### config.mk
export PLATFORM = sky130hd
export DESIGN_NAME = fetch_stage_flat
export DESIGN_NICKNAME = d
export VERILOG_FILES = /design/src/rtl/fetch_stage_if.sv /design/src/rtl/fetch_stage.sv /design/src/flat_wrapper.sv
export SDC_FILE = /design/constraint.sdc
export NUM_CORES = 1
export LEC_CHECK = 0
export CORE_MARGIN = 3
export CORE_UTILIZATION = 47
export CTS_CLUSTER_SIZE = 25
export DETAILED_ROUTE_END_ITERATION = 8
export PLACE_DENSITY = 0.78
export SYNTH_ARGS = -nofsm -noshare
export SYNTH_HDL_FRONTEND = slang
export SYNTH_SLANG_ARGS = --single-unit
### constraint.sdc
create_clock -name clk -period 3.11 [get_ports clk]
set_input_delay 0.311 -clock clk [delete_from_list [all_inputs] [get_ports clk]]
set_output_delay 0.311 -clock clk [all_outputs]
set_load 0.01 [all_outputs]
### src/rtl/fetch_stage_if.sv
// fetch_stage_if: fetch-stage handshake bundle (decode control, imem read port, decode-facing outputs)
// Ports (all carried as interface members):
//   stall_i, redirect_i, redirect_pc_i : decode/execute control into the fetch stage
//   imem_addr_o, imem_data_i           : instruction memory read port (one-cycle read latency)
//   if_pc_o, if_instr_o, if_valid_o    : instruction delivered to decode
//   fetch_misalign_o                   : sticky misaligned-redirect fault
// master = fetch stage, slave = surrounding pipeline/memory.
interface fetch_stage_if #(
    parameter int ADDR_WIDTH = 14
);
    logic                  stall_i;
    logic                  redirect_i;
    logic [31:0]           redirect_pc_i;
    logic [ADDR_WIDTH-1:0] imem_addr_o;
    logic [31:0]           imem_data_i;
    logic [31:0]           if_pc_o;
    logic [31:0]           if_instr_o;
    logic                  if_valid_o;
    logic                  fetch_misalign_o;
    modport master (
        input  stall_i, redirect_i, redirect_pc_i, imem_data_i,
        output imem_addr_o, if_pc_o, if_instr_o, if_valid_o, fetch_misalign_o
    );
    modport slave (
        output stall_i, redirect_i, redirect_pc_i, imem_data_i,
        input  imem_addr_o, if_pc_o, if_instr_o, if_valid_o, fetch_misalign_o
    );
endinterface

### src/rtl/fetch_stage.sv
// fetch_stage: program counter + instruction fetch with stall skid register and redirect bubble
// Ports:
//   clk          : clock, all state on rising edge
//   rst          : asynchronous active-high reset
//   bus (master) : fetch_stage_if bundle, see rtl/fetch_stage_if.sv
// Parameters: RESET_PC (first fetched byte address), ADDR_WIDTH (imem byte-address width).
// Option macro FETCH_MISALIGN_TRAP_EN: when defined, a misaligned redirect raises a sticky
// fault and halts fetch until an aligned redirect; when undefined, targets are word-aligned.
module fetch_stage #(
    parameter logic [31:0] RESET_PC   = 32'h0000_0000,
    parameter int          ADDR_WIDTH = 14
) (
    input logic       clk,
    input logic       rst,
    fetch_stage_if.master bus
);
    localparam logic [31:0] NOP = 32'h0000_0013;
    logic [31:0] fetch_pc_q, fetch_pc_d;
    logic [31:0] resp_pc_q, resp_pc_d;
    logic        resp_valid_q, resp_valid_d;
    logic [31:0] hold_instr_q, hold_instr_d;
    logic        hold_valid_q, hold_valid_d;
    logic        misalign_q, misalign_d;
    logic [31:0] target;
    logic        halted;
`ifdef FETCH_MISALIGN_TRAP_EN
    assign target     = bus.redirect_pc_i;
    assign misalign_d = bus.redirect_i ? |bus.redirect_pc_i[1:0] : misalign_q;
    assign halted     = misalign_q;
`else
    assign target     = bus.redirect_pc_i & ~32'h3;
    assign misalign_d = 1'b0;
    assign halted     = 1'b0;
`endif
    always_comb begin
        fetch_pc_d   = fetch_pc_q;
        resp_pc_d    = resp_pc_q;
        resp_valid_d = resp_valid_q;
        hold_instr_d = hold_instr_q;
        hold_valid_d = hold_valid_q;
        if (bus.redirect_i) begin
            fetch_pc_d   = target;
            resp_valid_d = 1'b0;
            hold_valid_d = 1'b0;
        end else if (bus.stall_i) begin
            // Capture the word now on imem_data_i before the already-advanced
            // fetch_pc's data overwrites it on the next edge.
            if (resp_valid_q && !hold_valid_q) begin
                hold_instr_d = bus.imem_data_i;
                hold_valid_d = 1'b1;
            end
        end else if (!halted) begin
            resp_pc_d    = fetch_pc_q;
            resp_valid_d = 1'b1;
            fetch_pc_d   = fetch_pc_q + 32'd4;
            hold_valid_d = 1'b0;
        end
    end
    always_ff @(posedge clk or posedge rst) begin
        if (rst) begin
            fetch_pc_q   <= RESET_PC;
            resp_pc_q    <= RESET_PC;
            resp_valid_q <= 1'b0;
            hold_instr_q <= 32'h0;
            hold_valid_q <= 1'b0;
            misalign_q   <= 1'b0;
        end else begin
            fetch_pc_q   <= fetch_pc_d;
            resp_pc_q    <= resp_pc_d;
            resp_valid_q <= resp_valid_d;
            hold_instr_q <= hold_instr_d;
            hold_valid_q <= hold_valid_d;
            misalign_q   <= misalign_d;
        end
    end
    assign bus.imem_addr_o      = fetch_pc_q[ADDR_WIDTH-1:0];
    assign bus.if_pc_o          = resp_pc_q;
    assign bus.if_valid_o       = resp_valid_q;
    assign bus.if_instr_o       = !resp_valid_q ? NOP : hold_valid_q ? hold_instr_q : bus.imem_data_i;
    assign bus.fetch_misalign_o = misalign_q;
endmodule
### src/flat_wrapper.sv
// flat-port wrapper written by rule: the top's interface ports become plain ports
module fetch_stage_flat 
#(
    parameter logic [31:0] RESET_PC   = 32'h0000_0000,
    parameter int          ADDR_WIDTH = 14
)
  (clk, rst, bus_stall_i, bus_redirect_i, bus_redirect_pc_i, bus_imem_data_i, bus_imem_addr_o, bus_if_pc_o, bus_if_instr_o, bus_if_valid_o, bus_fetch_misalign_o);
  fetch_stage_if #(.ADDR_WIDTH(ADDR_WIDTH)) bus_i ();
  input logic clk;
  input logic rst;
  input wire logic [$bits(bus_i.stall_i)-1:0] bus_stall_i;
  input wire logic [$bits(bus_i.redirect_i)-1:0] bus_redirect_i;
  input wire logic [$bits(bus_i.redirect_pc_i)-1:0] bus_redirect_pc_i;
  input wire logic [$bits(bus_i.imem_data_i)-1:0] bus_imem_data_i;
  output wire logic [$bits(bus_i.imem_addr_o)-1:0] bus_imem_addr_o;
  output wire logic [$bits(bus_i.if_pc_o)-1:0] bus_if_pc_o;
  output wire logic [$bits(bus_i.if_instr_o)-1:0] bus_if_instr_o;
  output wire logic [$bits(bus_i.if_valid_o)-1:0] bus_if_valid_o;
  output wire logic [$bits(bus_i.fetch_misalign_o)-1:0] bus_fetch_misalign_o;
  assign bus_i.stall_i = bus_stall_i;
  assign bus_i.redirect_i = bus_redirect_i;
  assign bus_i.redirect_pc_i = bus_redirect_pc_i;
  assign bus_i.imem_data_i = bus_imem_data_i;
  assign bus_imem_addr_o = bus_i.imem_addr_o;
  assign bus_if_pc_o = bus_i.if_pc_o;
  assign bus_if_instr_o = bus_i.if_instr_o;
  assign bus_if_valid_o = bus_i.if_valid_o;
  assign bus_fetch_misalign_o = bus_i.fetch_misalign_o;
  fetch_stage #(.RESET_PC(RESET_PC), .ADDR_WIDTH(ADDR_WIDTH)) u_core (.clk(clk), .rst(rst), .bus(bus_i));
endmodule
==> results by stage, run 1 <==
STA:
- The worst slew margin relative to its limit is between 30% and 40%.
- Setup repair after global routing left no endpoint under its margin.
- The final setup TNS is 0 ns.
- The number of failing hold endpoints at the final stage came to 0.
- The actual slew at the worst max-slew pin is 1.04 ns.
- The worst clock skew is 0.00792 ns.
- Static timing analysis puts the maximum clock frequency at 0.380 GHz.
- The number of slew-limit violations in the final report is 0.
- Setup violations remaining at the end of the flow were counted as 0.
- The portion of the clock cycle consumed by the worst path in the final layout is between 80 and 90%.
- The final critical-path required period is approximately 2.6 ns.

Yosys:
- For this run, asynchronously set or reset flops after synthesis account for 100%.
- After technology mapping, the gate count stands at 437.
- During synthesis, Yosys emitted a total of 0 warnings.
- Counting distinct cell types in the post-synthesis netlist gives 46.
- Synthesis inferred 94 register bits.
- The dominant register cell in the synthesized netlist is sky130_fd_sc_hd__dfrtp_1.
- In the post-synthesis netlist, the biggest area contributors are sky130_fd_sc_hd__dfrtp_1 49%, sky130_fd_sc_hd__mux2_2 14%, sky130_fd_sc_hd__mux2i_1 6.9%, sky130_fd_sc_hd__nor2_1 3.5%, sky130_fd_sc_hd__buf_4 2.7%.
- The area fraction of the dominant cell type after synthesis is 48.8%.
- By count the netlist is led by 94 x sky130_fd_sc_hd__dfrtp_1, 62 x sky130_fd_sc_hd__mux2_2, 45 x sky130_fd_sc_hd__nor2_1, 33 x sky130_fd_sc_hd__mux2i_1, 28 x sky130_fd_sc_hd__nand2_1.
- The sequential area share after synthesis is 48.8%.
- After synthesis, the mean cell area works out to 11.0 um^2.
- The biggest area contributor in the post-synthesis netlist is sky130_fd_sc_hd__dfrtp_1.
- After synthesis the cells add up to 0.00482 mm^2.
- The most repeated cell in the gate-level netlist after synthesis is sky130_fd_sc_hd__dfrtp_1.
- The number of enable-type register cells in the synthesized netlist is 0.

Die:
- In this run the count of I/O pins placed on the die edge is 148.
- The initial core utilization is 48.8%.
- In this run the core area contains 36 standard-cell rows.
- The floorplan die width is 107 um.
- The overall die area is 0.0115 mm^2.
- Measured along the y axis, the die boundary spans 107 um.
- The floorplan step defined a core boundary enclosing 0.00986 mm^2.

Detailed routing:
- The detailed router placed approximately 3800 vias in this run.
- The count of nets left with antenna violations after detail routing is 0.
- Using the TritonRoute via totals, the vias-per-cell ratio works out to 5.46.
- Dividing the detail-routed wire length by the instance count gives ~17 um.
- The first routing iteration left 151 violations.
- The routed wire length is 11600 um.
- The first detailed-routing pass ran for 4 iterations.
- In the routed design, unresolved DRC markers number 0.

Clocking:
- Once the clock tree was built, the setup fixing pass inserted 0 buffers.
- After clock tree synthesis, the clock-pin slew on the worst setup and hold paths is roughly 0.090 ns.
- The post-cts repair resize count is 0.
- In this run the clock root is driven by a sky130_fd_sc_hd__clkbuf_8.
- The maximum number of buffers from clock root to sink is 2.
- At the later pin of the worst-skew pair, clock insertion delay measures between 0.3 and 0.4 ns.
- The number of sinks handled by clock tree synthesis is 94.
- The hold buffer count at cts is 0.
- The H-tree was split into 3 levels.
- TritonCTS built the clock tree.
- The number of CTS-inserted buffers is 9.

Critical path:
- Counting cells, the worst reg-to-reg path comes to 4.
- In this run the critical register-to-register path is launched from u_core.bus.if_valid_o$_DFFE_PP0N_.
- The startpoint class of the critical path is a flop.
- The end of the worst register-to-register path is u_core.hold_instr_q[5]$_DFFE_PP0P_.
- The worst setup path is of the flop to output port kind.
- The required arrival time at the worst endpoint is about 2.8 ns.
- The worst setup path endpoint is bus_if_instr_o[19].
- The element type at the critical path end is an output port.
- The most critical setup path has its startpoint at u_core.hold_valid_q$_DFFE_PP0P_.
- The worst-path maximum fanout is 34.
- In this run the register-to-register setup slack is a little over 0.8 ns.
- Data arrives at the worst endpoint at 2.32 ns.

Flow run:
- The max-cap violation count is 0.

Global route:
- The initial antenna violation count is 0.
- Entering global routing, the biggest net connects 75 pins.
- Across every metal layer, demand over resource in global routing totals 21.0%.
- The global route total overflow is 0.
- The wire length of the first global-routing pass is 19200 um.
- The via count of the first global-routing pass is 3860.

Finish:
- In the final layout, the share of cells above drive strength 1 is 17.3%.
- After the last flow step, the layout net total stands at 625.
- The number of inserted filler cells in the final layout is 763.
- For this run, the share of the core covered by cells in the final layout is 65.3%.
- The repair_antennas step left the layout with diodes totalling 0.
- The area added between synthesis and finish is 33.7%.

Min path:
- The type of the most critical hold path is input port to asynchronous set/reset pin.

Placed design:
- At the end of routability-driven placement, the weighted congestion stood at about 0.85.
- Detailed placement ended at an HPWL of 8390 um.
- The number of buffers added on ports is 140.

Power:
- For this design the static power due to leakage is 2.50 nW.
- The largest voltage drop on the vdd net is 0.253 mV.
- The power density over the cells is 513 mW/mm^2.

Outcome:
- The flow ran to the end, and the final reports show no timing, DRC or antenna violations.
-- placed cells by master, fill, tap and decap left out, drive strengths merged, types with 9 or more instances in the layout --
master and n:
dfrtp 94, or4 14, o21ai 17, mux2 62
xnor2 12, nand2 28, clkdlybuf4s50 140, clkbuf 13
nor2 45, mux2i 33, a31oi 12, inv 9
nand3 13
-- worst max-delay path, cell delays in order, from the launching register on --
cell and delay (ns):
sky130_fd_sc_hd__dfrtp_2 1.02, sky130_fd_sc_hd__mux2i_1 0.21, sky130_fd_sc_hd__nor2_1 0.14, sky130_fd_sc_hd__clkdlybuf4s50_1 0.56
-- cell families after synthesis --
kind of cell,Yosys count,share of synthesized area (%)
simple gates,136,15.2
mux,95,21.4
flops,94,48.8
buf+inv,50,5.64
compound gates,47,6.24
xor+xnor,13,2.36
fa+ha+maj,1,0.260
other cells,1,0.0779
-- through the flow --
| stage | setup slack [ns] | cell area (um^2) | power (mW) | hold WS (ns) | instances |
|---|---|---|---|---|---|
| 6_report | 0.477 | 6440 | 3.30 | 0.483 | 694 |
| 3_3_place_gp | 0.548 | 6210 | 2.37 | 0.489 | 678 |
| 4_1_cts | 0.453 | 6440 | 3.33 | 0.491 | 694 |
| 5_1_grt | 0.341 | 6440 | 3.47 | 0.505 | 694 |
| 3_5_place_dp | 0.463 | 6210 | 2.41 | 0.495 | 678 |
| 2_1_floorplan | 0.350 | 4830 | 2.01 | 0.431 | 441 |
-- routing by layer --
| metal | routed length (um) | GRT usage (%) |
|---|---|---|
| met3 | 979 | 6.26 |
| met4 | 179 | 6.94 |
| met5 | 0 | 0 |
| met1 | 4820 | 27.0 |
| met2 | 5630 | 34.0 |
-- how the worst min path moves through the flow --
stage	from	end	cells after the start
after floorplan	bus_redirect_pc_i[15]	u_core.fetch_pc_q[15]$_DFFE_PP0N_	2
after global placement	u_core.bus.if_pc_o[19]$_DFFE_PP0P_	u_core.bus.if_pc_o[19]$_DFFE_PP0P_	1
after detailed placement	u_core.bus.if_pc_o[9]$_DFFE_PP0P_	u_core.bus.if_pc_o[9]$_DFFE_PP0P_	1
after CTS	bus_redirect_pc_i[3]	u_core.fetch_pc_q[3]$_DFFE_PP0N_	3
after global routing	bus_redirect_pc_i[3]	u_core.fetch_pc_q[3]$_DFFE_PP0N_	3
final	rst	u_core.bus.if_pc_o[28]$_DFFE_PP0P_	2
-- registers in the layout, indices dropped and copies added (netlist names) --
register,flops
u_core.bus.if_pc_o,30
u_core.bus.if_valid_o,1
u_core.fetch_pc_q,30
u_core.hold_instr_q,32
u_core.hold_valid_q,1
-- report_power, final --
part | leakage, nW | total, mW | internal [mW] | switching (mW)
Sequential | 1.11 | 1.60 | 1.44 | 0.168
Combinational | 1.28 | 0.775 | 0.481 | 0.294
Clock | 0.110 | 0.925 | 0.498 | 0.427
-- area by class of cell --
type | instances | area (um^2) | area share (%)
Sequential cell | 94 | 2350 | 36.5
Clock inverter | 3 | 67.6 | 1.05
Tap cell | 133 | 166 | 2.58
Clock buffer | 13 | 159 | 2.47
Inverter | 9 | 36.3 | 0.563
Multi-Input combinational cell | 297 | 2220 | 34.4
Timing Repair Buffer | 145 | 1440 | 22.3
Note: power is estimated with default switching activity, not from simulation.
==> run 2: changes to the inputs <==
clock period = 2.6 ns   (was 3.11 ns; I/O delays follow)
==> run 2 against run 1 <==
Combinational power is 24% higher. Setup slack lost 0.27 ns. First-iteration DRC count fell by 4.0%. Power rose by 17%. Die area unchanged. Non-clock buffer count rose by 8. Final area is 1.7% higher. Routed wire length up 2.5%.
==> results by stage, run 2 (same netlist as run 1, synthesis figures left out) <==
Outcome:
- The run finished with clean final reports.

Detailed routing:
- The routed length per placed instance is 17.0 um.
- The number of optimization iterations in the first detailed-route pass is 4.
- The routed layout has between 3000 and 4000 vias.
- The DRC marker count from the first detailed-route iteration is 145.
- The count of nets left with antenna violations after detail routing is 0.
- The mean number of vias per cell is ~5.5.
- The routed wire length is around 12000 um.
- The residual DRC count is 0.

Die:
- The die covers 0.0115 mm^2.
- The cell row count is 36.
- 148 I/O pins were placed.
- For this configuration, the core starts out at a cell density of 48.8%.
- In this run the horizontal extent of the chip is 107 um.
- The core area is between 0.009 and 0.01 mm^2.
- In this run the vertical extent of the chip is 107 um.

Finish:
- Summing all non-filler instances in the final layout gives an area of 0.00655 mm^2.
- The number of inserted filler cells in the final layout is 770.
- The ratio of cells with drive above 1 in the final layout is a little under a fifth.
- Leaving out fill and tap cells, the most frequent cell in the layout is sky130_fd_sc_hd__clkdlybuf4s50_1.
- The storage element area is 0.00235 mm^2.
- The number of inserted diodes is 0.
- The area added between synthesis and finish is 36.0%.
- The flip-flop count of the largest register, all copies and words added is 32.
- The register with the most flip-flops is u_core.hold_instr_q.
- The number of nets at the end of the flow is about 630.
- The top cell types in the final layout, fill and taps aside, are 140 x sky130_fd_sc_hd__clkdlybuf4s50_1, 93 x sky130_fd_sc_hd__dfrtp_1, 62 x sky130_fd_sc_hd__mux2_2.
- The multi-input combinational cells in the finished layout cover a total of ~0.0022 mm^2.

Clocking:
- No sink is reached through more buffers than the 2 on the longest clock path.
- TritonCTS built the clock tree.
- At the later pin of the worst-skew pair, clock insertion delay measures 0.37 ns.
- The number of sinks handled by clock tree synthesis is 94.
- The clock transition at the registers of the reported paths is 0.09 ns.
- In this run, post-CTS hold repair placed 0 buffers.
- The library cell used as clock root buffer is sky130_fd_sc_hd__clkbuf_8.
- In this run, CTS created clock tree buffers numbering 9.
- The H-tree depth reported by CTS is 3.

Global route:
- For this run the aggregate overflow at the end of global routing stands at 0.
- The wire length of the first global-routing pass is 19300 um.
- The via count of the first global-routing pass is 3812.
- The initial antenna violation count is 0.
- The pin count of the biggest net entering global routing is 37.
- For this run, the total global-route usage over all layers was measured as between 20% and 30%.

STA:
- Headroom to the max-slew limit came out at between 50% and 60%.
- The portion of the clock cycle consumed by the worst path in the final layout is 92.0%.
- The final critical-path required period is roughly 2.4 ns.
- The timing-limited maximum frequency is ~0.42 GHz.
- Setup violations remaining at the end of the flow were counted as 0.
- Setup repair after global routing left no endpoint under its margin.
- On the final layout, the worst clock skew is 0.0125 ns.
- The number of slew-limit violations in the final report is 0.
- The number of failing hold endpoints at the final stage is 0.
- The actual slew at the worst max-slew pin is roughly 0.64 ns.
- The final setup TNS is 0 ns.

Placed design:
- The cell area after placement is 0.00631 mm^2.
- The last weighted congestion value of the routability-driven placer is 0.821.
- The count of buffers added on input and output ports is 140.
- Detailed placement ended at an HPWL of 8610 um.

Power:
- The power density over the cells is 592 mW/mm^2.
- The worst-case IR drop observed on VDD is 0.314 mV.
- In this run the static leakage power is approximately 2.5 nW.

Flow run:
- The max-cap violation count is 0.

Critical path:
- The required arrival time at the worst endpoint is 2.34 ns.
- The worst-path maximum fanout is 12.
- At the worst endpoint, the arrival time is 2.13 ns.
- STA classifies the critical path startpoint as a flop.
- The worst setup path is of the flop to output port kind.
- The element type at the critical path end is an output port.

Min path:
- The type of the most critical hold path is input port to asynchronous set/reset pin.
run 2: report_power, final:
group	internal, mW	switching, mW	total [mW]	leakage [nW]
clock	0.493	0.507	1.00	0.102
combinational	0.592	0.369	0.961	1.33
sequential	1.72	0.200	1.92	1.11
run 2: path summary, 6_finish.rpt:
kind	depth (start not counted)	startpoint	slack, ns	to
min reg2reg	1	u_core.hold_instr_q[20]$_DFFE_PP0P_	0.51	u_core.hold_instr_q[20]$_DFFE_PP0P_
max	4	u_core.bus.if_valid_o$_DFFE_PP0N_	0.21	bus_if_instr_o[10]
max in group asynchronous	3	rst	1.69	u_core.hold_instr_q[28]$_DFFE_PP0P_
max reg2reg	5	u_core.fetch_pc_q[2]$_DFFE_PP0N_	0.32	u_core.fetch_pc_q[24]$_DFFE_PP0N_
min in group clk	3	bus_redirect_pc_i[5]	0.45	u_core.fetch_pc_q[5]$_DFFE_PP0N_
min	2	rst	0.31	u_core.hold_instr_q[23]$_DFFE_PP0P_
run 2: critical path, cell delays in order, from the launching register on:
cell and delay [ns]:
sky130_fd_sc_hd__dfrtp_1 0.60, sky130_fd_sc_hd__clkinvlp_4 0.23, sky130_fd_sc_hd__buf_4 0.22, sky130_fd_sc_hd__nor2_1 0.15, sky130_fd_sc_hd__clkdlybuf4s50_1 0.55
run 2: final cells by class:
type	instances	area share, %
Multi-Input combinational cell	297	33.9
Sequential cell	94	35.9
Inverter	9	0.631
Tap cell	133	2.54
Clock inverter	3	0.669
Clock buffer	12	2.37
Timing Repair inverter	1	0.115
Timing Repair Buffer	153	23.8
run 2: metal layers:
layer | wire length [um] | up-vias | track usage [%] | share of wire, %
met2 | 5800 | 127 | 33.4 | 49
met1 | 5000 | 1874 | 28.0 | 42
li1 | - | 1809 | - | -
met3 | 906 | 21 | 6.44 | 7.6
met4 | 191 | 0 | 6.03 | 1.6
met5 | 0 | - | 0 | 0
run 2: stage by stage:
step	power, mW	hold WS, ns	setup slack, ns	util, %	std cells
after floorplan	2.41	0.380	0.649	-	441
after global placement	2.86	0.489	0.297	64.0	683
after detailed placement	2.91	0.496	0.291	64.0	683
after CTS	3.90	0.334	0.0461	66.0	698
after global routing	4.08	0.357	0.120	66.4	702
final	3.88	0.307	0.209	66.4	702
run 2: timing repair:
action | 4_1_cts | 5_1_grt
hold endpoints to repair | 0 | 0
setup buffers | 0 | 3
endpoints found under the setup margin | 0 | 12
gates resized for setup | 0 | 2
